==> src/rtl/mem_access_unit.sv <==
// rtl/mem_access_unit.sv - data-side memory stage adapter onto a single-outstanding req/ack bus
module mem_access_unit #(
    parameter int TIMEOUT = 256,
    parameter int CNT_W   = 9
) (
    input  logic        clk,
    input  logic        rst,
    input  logic        mem_en,
    input  logic        memwrite,
    input  logic [2:0]  mem_op,
    input  logic [31:0] addr,
    input  logic [31:0] writedata,
    output logic [31:0] readdata,
    output logic        stall,
    output logic        adel,
    output logic        ades,
    output logic        bus_err,
    output logic        bus_req,
    output logic        bus_we,
    output logic [31:0] bus_addr,
    output logic [3:0]  bus_wstrb,
    output logic [31:0] bus_wdata,
    input  logic        bus_ack,
    input  logic [31:0] bus_rdata
);

    typedef enum logic [1:0] {
        S_IDLE = 2'd0,
        S_WAIT = 2'd1,
        S_DONE = 2'd2
    } state_t;

    state_t            state_q;
    logic [CNT_W-1:0]  cnt_q;
    logic [1:0]        size_q;
    logic              zext_q;
    logic [1:0]        lo_q;
    logic              bus_req_q;
    logic              bus_we_q;
    logic              bus_err_q;
    logic [31:0]       bus_addr_q;
    logic [31:0]       bus_wdata_q;
    logic [3:0]        bus_wstrb_q;
    logic [31:0]       readdata_q;

    logic              is_byte;
    logic              is_half;
    logic              misaligned;
    logic [3:0]        wstrb_d;
    logic [31:0]       wdata_d;
    logic [31:0]       rdata_ext_d;
    logic [7:0]        rbyte;
    logic [15:0]       rhalf;

    // Size decode, alignment check and the combinational core handshake
    always_comb begin
        is_byte    = (mem_op[1:0] == 2'b00);
        is_half    = (mem_op[1:0] == 2'b01);
        // Reserved size 11 behaves as a word, including for alignment
        misaligned = (is_half & addr[0]) | (!is_byte & !is_half & (addr[1:0] != 2'b00));
        stall      = !rst & mem_en & !misaligned & (state_q != S_DONE);
        adel       = !rst & mem_en & misaligned & !memwrite & (state_q == S_IDLE);
        ades       = !rst & mem_en & misaligned & memwrite  & (state_q == S_IDLE);
    end

    // Store lane steering: replicate data across lanes, strobes pick the live bytes
    always_comb begin
        wstrb_d = 4'b1111;
        wdata_d = writedata;
        if (is_byte) begin
            wstrb_d = 4'b0001 << addr[1:0];
            wdata_d = {4{writedata[7:0]}};
        end else if (is_half) begin
            wstrb_d = addr[1] ? 4'b1100 : 4'b0011;
            wdata_d = {2{writedata[15:0]}};
        end
    end

    // Load lane extraction and sign/zero extension from the latched request shape
    always_comb begin
        rdata_ext_d = bus_rdata;
        case (lo_q)
            2'd0:    rbyte = bus_rdata[7:0];
            2'd1:    rbyte = bus_rdata[15:8];
            2'd2:    rbyte = bus_rdata[23:16];
            default: rbyte = bus_rdata[31:24];
        endcase
        rhalf = lo_q[1] ? bus_rdata[31:16] : bus_rdata[15:0];
        if (size_q == 2'b00) begin
            rdata_ext_d = zext_q ? {24'b0, rbyte} : {{24{rbyte[7]}}, rbyte};
        end else if (size_q == 2'b01) begin
            rdata_ext_d = zext_q ? {16'b0, rhalf} : {{16{rhalf[15]}}, rhalf};
        end
    end

    // Access sequencer: IDLE latches the request, WAIT holds the bus until ack or timeout
    always_ff @(posedge clk) begin
        if (rst) begin
            state_q     <= S_IDLE;
            cnt_q       <= '0;
            size_q      <= 2'b00;
            zext_q      <= 1'b0;
            lo_q        <= 2'b00;
            bus_req_q   <= 1'b0;
            bus_we_q    <= 1'b0;
            bus_err_q   <= 1'b0;
            bus_addr_q  <= 32'h0;
            bus_wdata_q <= 32'h0;
            bus_wstrb_q <= 4'h0;
            readdata_q  <= 32'h0;
        end else begin
            case (state_q)
                S_IDLE: begin
                    bus_err_q <= 1'b0;
                    if (mem_en && !misaligned) begin
                        bus_addr_q  <= {addr[31:2], 2'b00};
                        bus_we_q    <= memwrite;
                        bus_wstrb_q <= memwrite ? wstrb_d : 4'b0000;
                        bus_wdata_q <= wdata_d;
                        size_q      <= mem_op[1:0];
                        zext_q      <= mem_op[2];
                        lo_q        <= addr[1:0];
                        bus_req_q   <= 1'b1;
                        cnt_q       <= '0;
                        state_q     <= S_WAIT;
                    end
                end
                S_WAIT: begin
                    // Ack wins over a timeout landing in the same cycle
                    if (bus_ack) begin
                        bus_req_q  <= 1'b0;
                        readdata_q <= bus_we_q ? 32'h0 : rdata_ext_d;
                        state_q    <= S_DONE;
                    end else if (cnt_q == CNT_W'(TIMEOUT - 1)) begin
                        bus_req_q  <= 1'b0;
                        readdata_q <= 32'h0;
                        bus_err_q  <= 1'b1;
                        state_q    <= S_DONE;
                    end else begin
                        cnt_q <= cnt_q + 1'b1;
                    end
                end
                S_DONE: begin
                    bus_err_q <= 1'b0;
                    state_q   <= S_IDLE;
                end
                default: begin
                    state_q <= S_IDLE;
                end
            endcase
        end
    end

    assign readdata  = readdata_q;
    assign bus_err   = bus_err_q;
    assign bus_req   = bus_req_q;
    assign bus_we    = bus_we_q;
    assign bus_addr  = bus_addr_q;
    assign bus_wstrb = bus_wstrb_q;
    assign bus_wdata = bus_wdata_q;

endmodule
==> config.mk <==
export PLATFORM = sky130hd
export DESIGN_NAME = mem_access_unit
export DESIGN_NICKNAME = d
export VERILOG_FILES = /design/src/rtl/mem_access_unit.sv
export SDC_FILE = /design/constraint.sdc
export NUM_CORES = 1
export LEC_CHECK = 0
export CORE_MARGIN = 10
export CORE_UTILIZATION = 39
export DETAILED_ROUTE_END_ITERATION = 16
export PLACE_DENSITY = 0.76
export SLEW_MARGIN = 20
export SYNTH_ARGS = -nofsm -noshare
export SYNTH_HDL_FRONTEND = slang
export SYNTH_SLANG_ARGS = --single-unit
==> constraint.sdc <==
create_clock -name clk -period 2.1 [get_ports clk]
set_clock_uncertainty 0.1 [all_clocks]
set_input_delay 0.21 -clock clk [delete_from_list [all_inputs] [get_ports clk]]
set_output_delay 0.21 -clock clk [all_outputs]
set_load 0.05 [all_outputs]
# Word-level counts from Yosys, hierarchy flattened
# Cells that the tools add are included.
# Widths: inputs -> output; s select.
[classes] mux=30 n_shift=1 n_eq_ne=13 n_reduce_logical=21 addsub=1 n_bitwise=12
[ops] op="$mux 32" n=9
[ops] op="$mux 9" n=3
[ops] op="$pmux 8 s3" n=1
[ops] op="$pmux 9 s2" n=1
[ops] op="$mux 16" n=1
[ops] op="$mux 4" n=4
[ops] op="$and 1x1->1" n=11
[ops] op="$add 9x1->9 const B" n=1
[ops] op="$eq 9x8->1 const B" n=1
[ops] op="$eq 2x1->1 const B" n=4
[ops] op="$logic_not 2->1" n=4
[ops] op="$ne 2x2->1 const B" n=4
[ops] op="$reduce_bool 2->1" n=4
[ops] op="$mux 2" n=3
[ops] op="$reduce_and 2->1" n=3
[ops] op="$reduce_and 3->1" n=2
[ops] op="$logic_not 1->1" n=5
[ops] op="$mux 1" n=5
[ops] op="$eq 2x2->1 const B" n=2
[ops] op="$pmux 1 s2" n=2
[ops] op="$pmux 2 s2" n=1
[ops] op="$reduce_and 4->1" n=1
[ops] op="$shl 1x2->4 const A" n=1
[ops] op="$ne 3x3->1 const B" n=1
[ops] op="4 further kinds" n=4
[totals] regBits=117 inputBits=104

# Depth between registers and ports, before layout
# Gate-level depths: netlist of run 1.
[depth] depth_word=9 ltp_mapped=9 mapped_depth_nobuf=8

# Least setup slack after synthesis of run 1
# OpenSTA, ideal clock, no wires.
[synth_timing] kind="input -> output" start="input addr[1]" end="output stall" cell_stages=4 t_required_ps=1790 path_slack_ps=-510 n_path_buf=1 t_arrival_ps=2300 path_cell_list="clkbuf_2 o21ai_1 nand2_1 nor4b_1"
[synth_between] elab_chain_len=6
[synth_lines] element="start: declaration" line="11" rtl="input logic [31:0] addr,"
[synth_lines] element="$reduce_bool 2->1" line="60" rtl="misaligned = (is_half & addr[0]) | (!is_byte & !is_half & (addr[1:0] != 2'b00));"
[synth_lines] element="$and 1x1->1" line="60"
[synth_lines] element="$or 1x1->1" line="60"
[synth_lines] element="$logic_not 1->1" line="61" rtl="stall = !rst & mem_en & !misaligned & (state_q != S_DONE);"
[synth_lines] element="$and 1x1->1 (2 in series)" line="61"
[synth_lines] element="end: declaration" line="14" rtl="output logic stall,"
# No other way between the ends.

# Worst setup path in the final report of run 1
[layout_timing] start="register cnt_q[0]" end="register cnt_q[7]"
[layout_between] elab_chain_len=4 word_cells_on_any_way=7 cone_classes="add/sub: 1; eq/ne: 2; mux: 3; reduce/logical: 1"
[layout_lines] element="start: declaration" line="34" rtl="logic [CNT_W-1:0] cnt_q;"
[layout_lines] element="start signal: assignment" line="140" rtl="cnt_q <= cnt_q + 1'b1;"
[layout_lines] element="$add 9x1->9" line="140"
[layout_lines] element="$mux 9" line="134" rtl="end else if (cnt_q == CNT_W'(TIMEOUT - 1)) begin"
[layout_lines] element="$mux 9" line="130" rtl="if (bus_ack) begin"
[layout_lines] element="$pmux 9 s2" line="112" rtl="case (state_q)"
# Several ways; a longest one is shown, not always the timed one. The select of a mux whose other input is x is not followed.
# A chain may end at the register's enable or synchronous reset.

==> results.md, run 1 <==
* Status: complete, no violations
* Ys Warns at 0
* Clock Sink Count at 117
* Final non-filler cell area at 0.00819 sq mm
* Final design utilization at 0.641
* Die height at 135 microns
* Critical-path cell with the highest stage delay: or4b_4
* Max Root-Sink Buffers at 2
* Vias in the first global route at between 5000 and 6000
* Placed cell area at 0.00754 sq mm
* Synth Register Bits at 117
* Max incr delay on CP at roughly 0.52 ns
* H-tree depth at 4
* CP cell instances: ha_1 > nand3_1 > nor2_1 > ha_2 > or4b_4 > nor3_1 > xnor2_1 > nor2_1
* DR vias/cell at about 5.3
* Most common cell after layout, fill and taps aside: clkdlybuf4s50_1
* Worst Path Max Fanout at 4
* Tcrit/Tclk final at 0.959
* Worst min path class: in -> reg
* Hold path depth at 3
* Slew Limit Headroom at 0.627
* Antenna violations before repair at 0
* Setup crit end kind: flip-flop
* Crit-path most repeated cell: nor2_1
* Root Buffer: clkbuf_16
* CP startpoint kind: flip-flop
* Clk_lat worst skew at approximately 0.41 ns
* Largest net degree at the start of global routing at between 40 and 50
* Slew at the pin with the worst max-slew slack at between 0.5 and 0.6 ns
* DR WL/cell at approximately 19 microns
* Antenna viol nets, final at 0
* Total CTS buffers at 17
* Min Tclk post-route at 2.01 ns
* Pins Over Slew Limit at 0
* Initial DRC Count at 377
* Drt total wl at roughly 19 mm
* Layout cell share with drive strength beyond 1 at 0.125
* Sequential area share after synthesis at 0.454
* Worst Hold Path EP: size_q[0]
* Unique masters post-synth at 52
* R2R cell count at 8
* Area growth from synthesis to layout at 58.5%
* Core Region at about 0.013 sq mm
* Syn Inst Count at 594
* DRC at 0
* PD cells at 811 mW/mm^2
* Primary FF master, synth: dfxtp_1
* Peak supply drop at ~0.58 mV
* Overall routing resource usage at 0.203
* Port Buf Inserts at slightly above 200
* Top-area cell type share of the netlist area at 0.454
* Vias at 5284
* CP Data Arrival Time at ~2.2 ns
* Die ar. at around 0.018 sq mm
* First-pass GRT wire length at a little under 30 mm
* Mapped Area at 0.00516 sq mm
* Cts hold-fix bufs at 0
* I/O pin total at 210
* Drt pass-1 iters at 5
* Clock-pin slew on the worst setup and hold paths at approximately 0.05 ns
* Final setup viols at 0
* Max Cap Viol at 0
* RR Endpoint: cnt_q[7]
* Largest area contributor in the netlist: dfxtp_1
* Global route total overflow at 0
* Post-synth EDFFs at 0
* FMAX at between 400 and 500 MHz
* Initial Util at 0.404
* Async S/R FF share, synth at 0
* GP Congestion at between 0.9 and 1
* PnR worst setup slack at around 0.086 ns
* Worst Setup Path Type: reg -> reg
* CP startpoint: cnt_q[0]
* Most frequent cells in the layout: 203 x clkdlybuf4s50_1, 127 x nand2_1, 115 x dfxtp_1, 65 x a21oi_1, 36 x nor2_1
* Reg2Reg Setup Slack at around 0.086 ns
* # diodes at 0
* Static leakage at about 0.0030 uW
* Top post-synthesis cells by area: dfxtp_1 45%, nand2_1 9.2%, a21oi_1 6.3%, mux2i_1 3.1%, mux4_2 3.1%
* CTS tree: done
* Final hold viol count at 0
* FP Rows at approximately 40
* Hold Startpoint: rst
* Syn avg cell area at 8.69 sq um
* Nets at between 900 and 1000
* Final Non-Filler Cells at between 900 and 1000
* Dpl hpwl at 14.0 mm
* Reg2reg start: cnt_q[0]
* DIE WIDTH at around 140 microns
* Setup Slack @ Placement at -0.246 ns
* CP required at about 2.3 ns
* Total placed cells including tap cells at about 960
## timing repair
action                     CTS  global route
setup endpoints to repair    0            22
resized for setup            0             6
buffers inserted             0             1
## report_power, final
part | internal (uW) | leakage [uW] | total (uW) | switching, uW
sequential | 2330 | 0.000953 | 2390 | 64.2
clock | 1950 | 0.000293 | 2940 | 993
combinational | 539 | 0.00180 | 1310 | 767
## sequential cells by signal, summed over array words and instances, names as in the netlist
| signal | count |
|---|---|
| bus_addr | 30 |
| bus_err | 1 |
| bus_req | 1 |
| bus_wdata | 32 |
| bus_we | 1 |
| bus_wstrb | 4 |
| cnt_q | 9 |
| lo_q | 2 |
| readdata | 32 |
| size_q | 2 |
| state_q | 2 |
| zext_q | 1 |
## cell families after synthesis
family | share of synthesized area
flip-flops | 0.454
adder cells (fa/ha/maj) | 0.00485
AND/OR/NAND/NOR | 0.170
other | 0.000726
buffers and inverters | 0.0657
AO/OA/AOI/OAI | 0.224
multiplexers | 0.0659
XOR/XNOR | 0.0153
## Yosys cell counts (9+ instances only)
library cell    n
a221o_1        13
a221o_2        10
nand2_1       127
mux2i_1        16
inv_1          18
dfxtp_1       117
o21ai_0        17
nor3_1         12
o32ai_1         9
buf_2          21
clkbuf_1       21
nor2_1         36
a21oi_1        65
o2bb2ai_1       9
## metrics by stage
| step | total power, uW | setup TNS, ns | hold slack, ns |
|---|---|---|---|
| final | 6640 | 0 | 0.202 |
| after global routing | 6910 | -0.00831 | 0.201 |
| after CTS | 6700 | 0 | 0.162 |
| after detailed placement | 3730 | -4.03 | 0.344 |
| after global placement | 3710 | -3.06 | 0.335 |
| after floorplan | 3160 | 0 | 0.246 |
## worst max-delay path: cells and delay by family, from the launching register on
kind          cells  cell delay (ns)
xor+xnor          1             0.15
fa+ha+maj         2             0.39
flops             1             0.33
simple gates      5             0.93
## worst max path at each step
stage	to	cells past startpoint	slack [ns]
2_1_floorplan	cnt_q[7]	9	0.03
3_3_place_gp	readdata[29]	5	-0.20
3_5_place_dp	readdata[29]	5	-0.25
4_1_cts	adel	4	0.0008
5_1_grt	cnt_q[7]	8	-0.008
6_report	cnt_q[7]	8	0.09
## routing by layer
metal  vias to the layer above  GRT usage  part of all wire
met5                         -          0                 0
met1                      2491      0.246              0.43
met3                        27     0.0920              0.10
met2                       235      0.306              0.45
met4                         0     0.0783             0.024
li1                       2531          -                 -
## cell type report
cell class / instances / area, sq um
fillers: 1067 / 4590
multi-input cells: 406 / 2520
repair buffers: 244 / 2440
flip-flops and latches: 117 / 2340
clock buffers: 23 / 478
well taps: 172 / 215
clock inverters: 9 / 125
inverters: 18 / 67.6
(Power assumes the default switching activity.)
==> run 2: changes to the inputs <==
--- a/config.mk
+++ b/config.mk
@@ -8,7 +8,8 @@
 export CORE_MARGIN = 10
 export CORE_UTILIZATION = 39
 export DETAILED_ROUTE_END_ITERATION = 16
-export PLACE_DENSITY = 0.76
+export MAX_ROUTING_LAYER = met4
+export PLACE_DENSITY = 0.86
 export SLEW_MARGIN = 20
 export SYNTH_ARGS = -nofsm -noshare
 export SYNTH_HDL_FRONTEND = slang
==> results.md, run 2 (synthesized netlist as in run 1, its figures left out) <==
* WP buf/inv at 0 (unchanged)
* Die ar. at 0.0182 sq mm (unchanged)
* Status: complete, no violations
* CTS tree: done
* FMAX at 491 MHz (-1.1%)
* Fill cells at 1016 (-4.8%)
* Largest net degree at the start of global routing at 57 (+33%)
* Total power draw at 6310 uW (-5.0%)
* Setup crit end kind: flip-flop
* Max incr delay on CP at 0.53 ns (about the same)
* PnR worst setup slack at 0.0634 ns (-0.0229 ns)
* Worst min path class: in -> reg
* Peak supply drop at 0.651 mV (+13%)
* Total CTS buffers at 17 (unchanged)
* Initial Util at 0.404 (unchanged)
* Core Region at 0.0128 sq mm (unchanged)
* Number of setup buffers added after CTS at 0 (unchanged)
* Overall routing resource usage at 0.204 (+0.00125)
* Cell family with the largest share of critical-path delay: simple AND/OR/NAND/NOR gates
* I/O pin total at 210 (unchanged)
* Max Cap Viol at 0 (unchanged)
* Layout cell share with drive strength beyond 1 at 0.133 (+0.00824)
* Vias at 5275 (-0.17%)
* Slew Limit Headroom at 0.388 (-0.239)
* Final hold viol count at 0 (unchanged)
* FP Rows at 41 (unchanged)
* Nets at 912 (+0.22%)
* Antenna violations before repair at 0 (unchanged)
* First-pass GRT wire length at 28.4 mm (-3.1%)
* Placed cell area at 0.00755 sq mm (about the same)
* Initial DRC Count at 414 (+9.8%)
* Port Buf Inserts at 207 (unchanged)
* Crit-path most repeated cell: ha_2
* Final setup viols at 0 (unchanged)
* Worst Path Max Fanout at 4 (unchanged)
* CP startpoint kind: flip-flop
* Pins Over Slew Limit at 0 (unchanged)
* CP Data Arrival Time at 2.22 ns (about the same)
* Setup TNS at 0 ns (unchanged)
* CP cell instances: ha_2 > nand3_1 > nor2_2 > ha_2 > or4b_4 > nor3_2 > xnor2_1 > nor2_1
* Most frequent cells in the layout: 202 x clkdlybuf4s50_1, 127 x nand2_1, 116 x dfxtp_1, 65 x a21oi_1, 37 x buf_4
* Max Root-Sink Buffers at 2 (unchanged)
* Post-CTS Resized at 0 (unchanged)
* Drt pass-1 iters at 5 (unchanged)
* Die height at 135 microns (unchanged)
* Static leakage at 0.00301 uW (-1.2%)
* Drt total wl at 18.7 mm (+0.15%)
* DRC at 0 (unchanged)
* Clock-pin slew on the worst setup and hold paths at 0.06 ns (about the same)
* Worst Setup Path Type: reg -> reg
* CP required at 2.28 ns (about the same)
* Clock Sink Count at 117 (unchanged)
* H-tree depth at 4 (unchanged)
* Antenna viol nets, final at 0 (unchanged)
* Dpl hpwl at 13.8 mm (-1.4%)
* DR vias/cell at 5.32 (-0.37%)
* GP Congestion at 0.861 (-11%)
* Min Tclk post-route at 2.04 ns (+0.0229 ns)
* Vias in the first global route at 5275 (-0.88%)
* Slew at the pin with the worst max-slew slack at 0.919 ns (+0.361 ns)
* Setup Slack @ Placement at -0.216 ns (+0.0308 ns)
* PD cells at 777 mW/mm^2 (-4.2%)
* Cts hold-fix bufs at 0 (unchanged)
* Tcrit/Tclk final at 0.970 (+0.0109)
* # diodes at 0 (unchanged)
* Final non-filler cell area at 0.00812 sq mm (-0.86%)
* Area growth from synthesis to layout at 57.2%
* Critical-path cell with the highest stage delay: or4b_4
* DIE WIDTH at 135 microns (unchanged)
* Global route total overflow at 0 (unchanged)
* Clk_lat worst skew at 0.41 ns (about the same)
* Root Buffer: clkbuf_16
* Most common cell after layout, fill and taps aside: clkdlybuf4s50_1
* DR WL/cell at 18.9 microns (about the same)
## run 2: changes by cell type in the layout (fill, tap and decap cells not counted), sizes merged
cell | before | now
clkinvlp | 2 | 5
clkdlybuf4s50 | 203 | 202
clkinv | 4 | 5
bufinv | 3 | 0
buf | 41 | 44
inv | 18 | 20
clkbuf | 23 | 20
## run 2: worst paths after layout
path / from / to / slack [ns] / depth (start not counted)
setup / recovery: cnt_q[0] / cnt_q[7] / 0.06 / 8
hold / removal: rst / bus_req / 0.02 / 2
hold reg to reg: bus_wdata[1] / bus_wdata[1] / 0.35 / 2
setup reg to reg: cnt_q[0] / cnt_q[7] / 0.06 / 8
## run 2: worst register-to-register path, delay by kind of cell (launching register included)
family	cells	cell delay, ns
and+or+nand+nor	5	0.96
adders and majority gates	2	0.39
DFF	1	0.32
xor gates and xnor gates	1	0.16
## run 2: cell type report
class | count | area [sq um] | share of cell area
clock buffers | 20 | 457 | 0.0563
repair buffers | 246 | 2420 | 0.299
well taps | 172 | 215 | 0.0265
flip-flops and latches | 117 | 2340 | 0.289
clock inverters | 12 | 80.1 | 0.00987
multi-input cells | 406 | 2530 | 0.312
inverters | 18 | 67.6 | 0.00832
## run 2: per-stage QoR
step | instances | util | hold WS (ns)
finish | 991 | 0.635 | 0.0218
global route | 991 | 0.635 | 0.0347
CTS | 991 | 0.633 | 0.00796
detailed placement | 959 | 0.591 | 0.340
global placement | 959 | 0.591 | 0.336
floorplan | 595 | - | 0.246
## run 2: where the power goes
| group | switching, uW | leakage [uW] | internal [uW] |
|---|---|---|---|
| clock | 1060 | 0.000254 | 1560 |
| combinational | 766 | 0.00180 | 536 |
| sequential | 59.6 | 0.000953 | 2330 |
| total | 1880 | 0.00301 | 4420 |
## run 2: routing by layer
metal  routed length [microns]  GRT usage  vias up
li1                          -          -     2537
met1                      7390      0.224     2441
met2                      8710      0.318      270
met3                      2210      0.101       27
met4                       423     0.0658        0
met5                         0          -        -
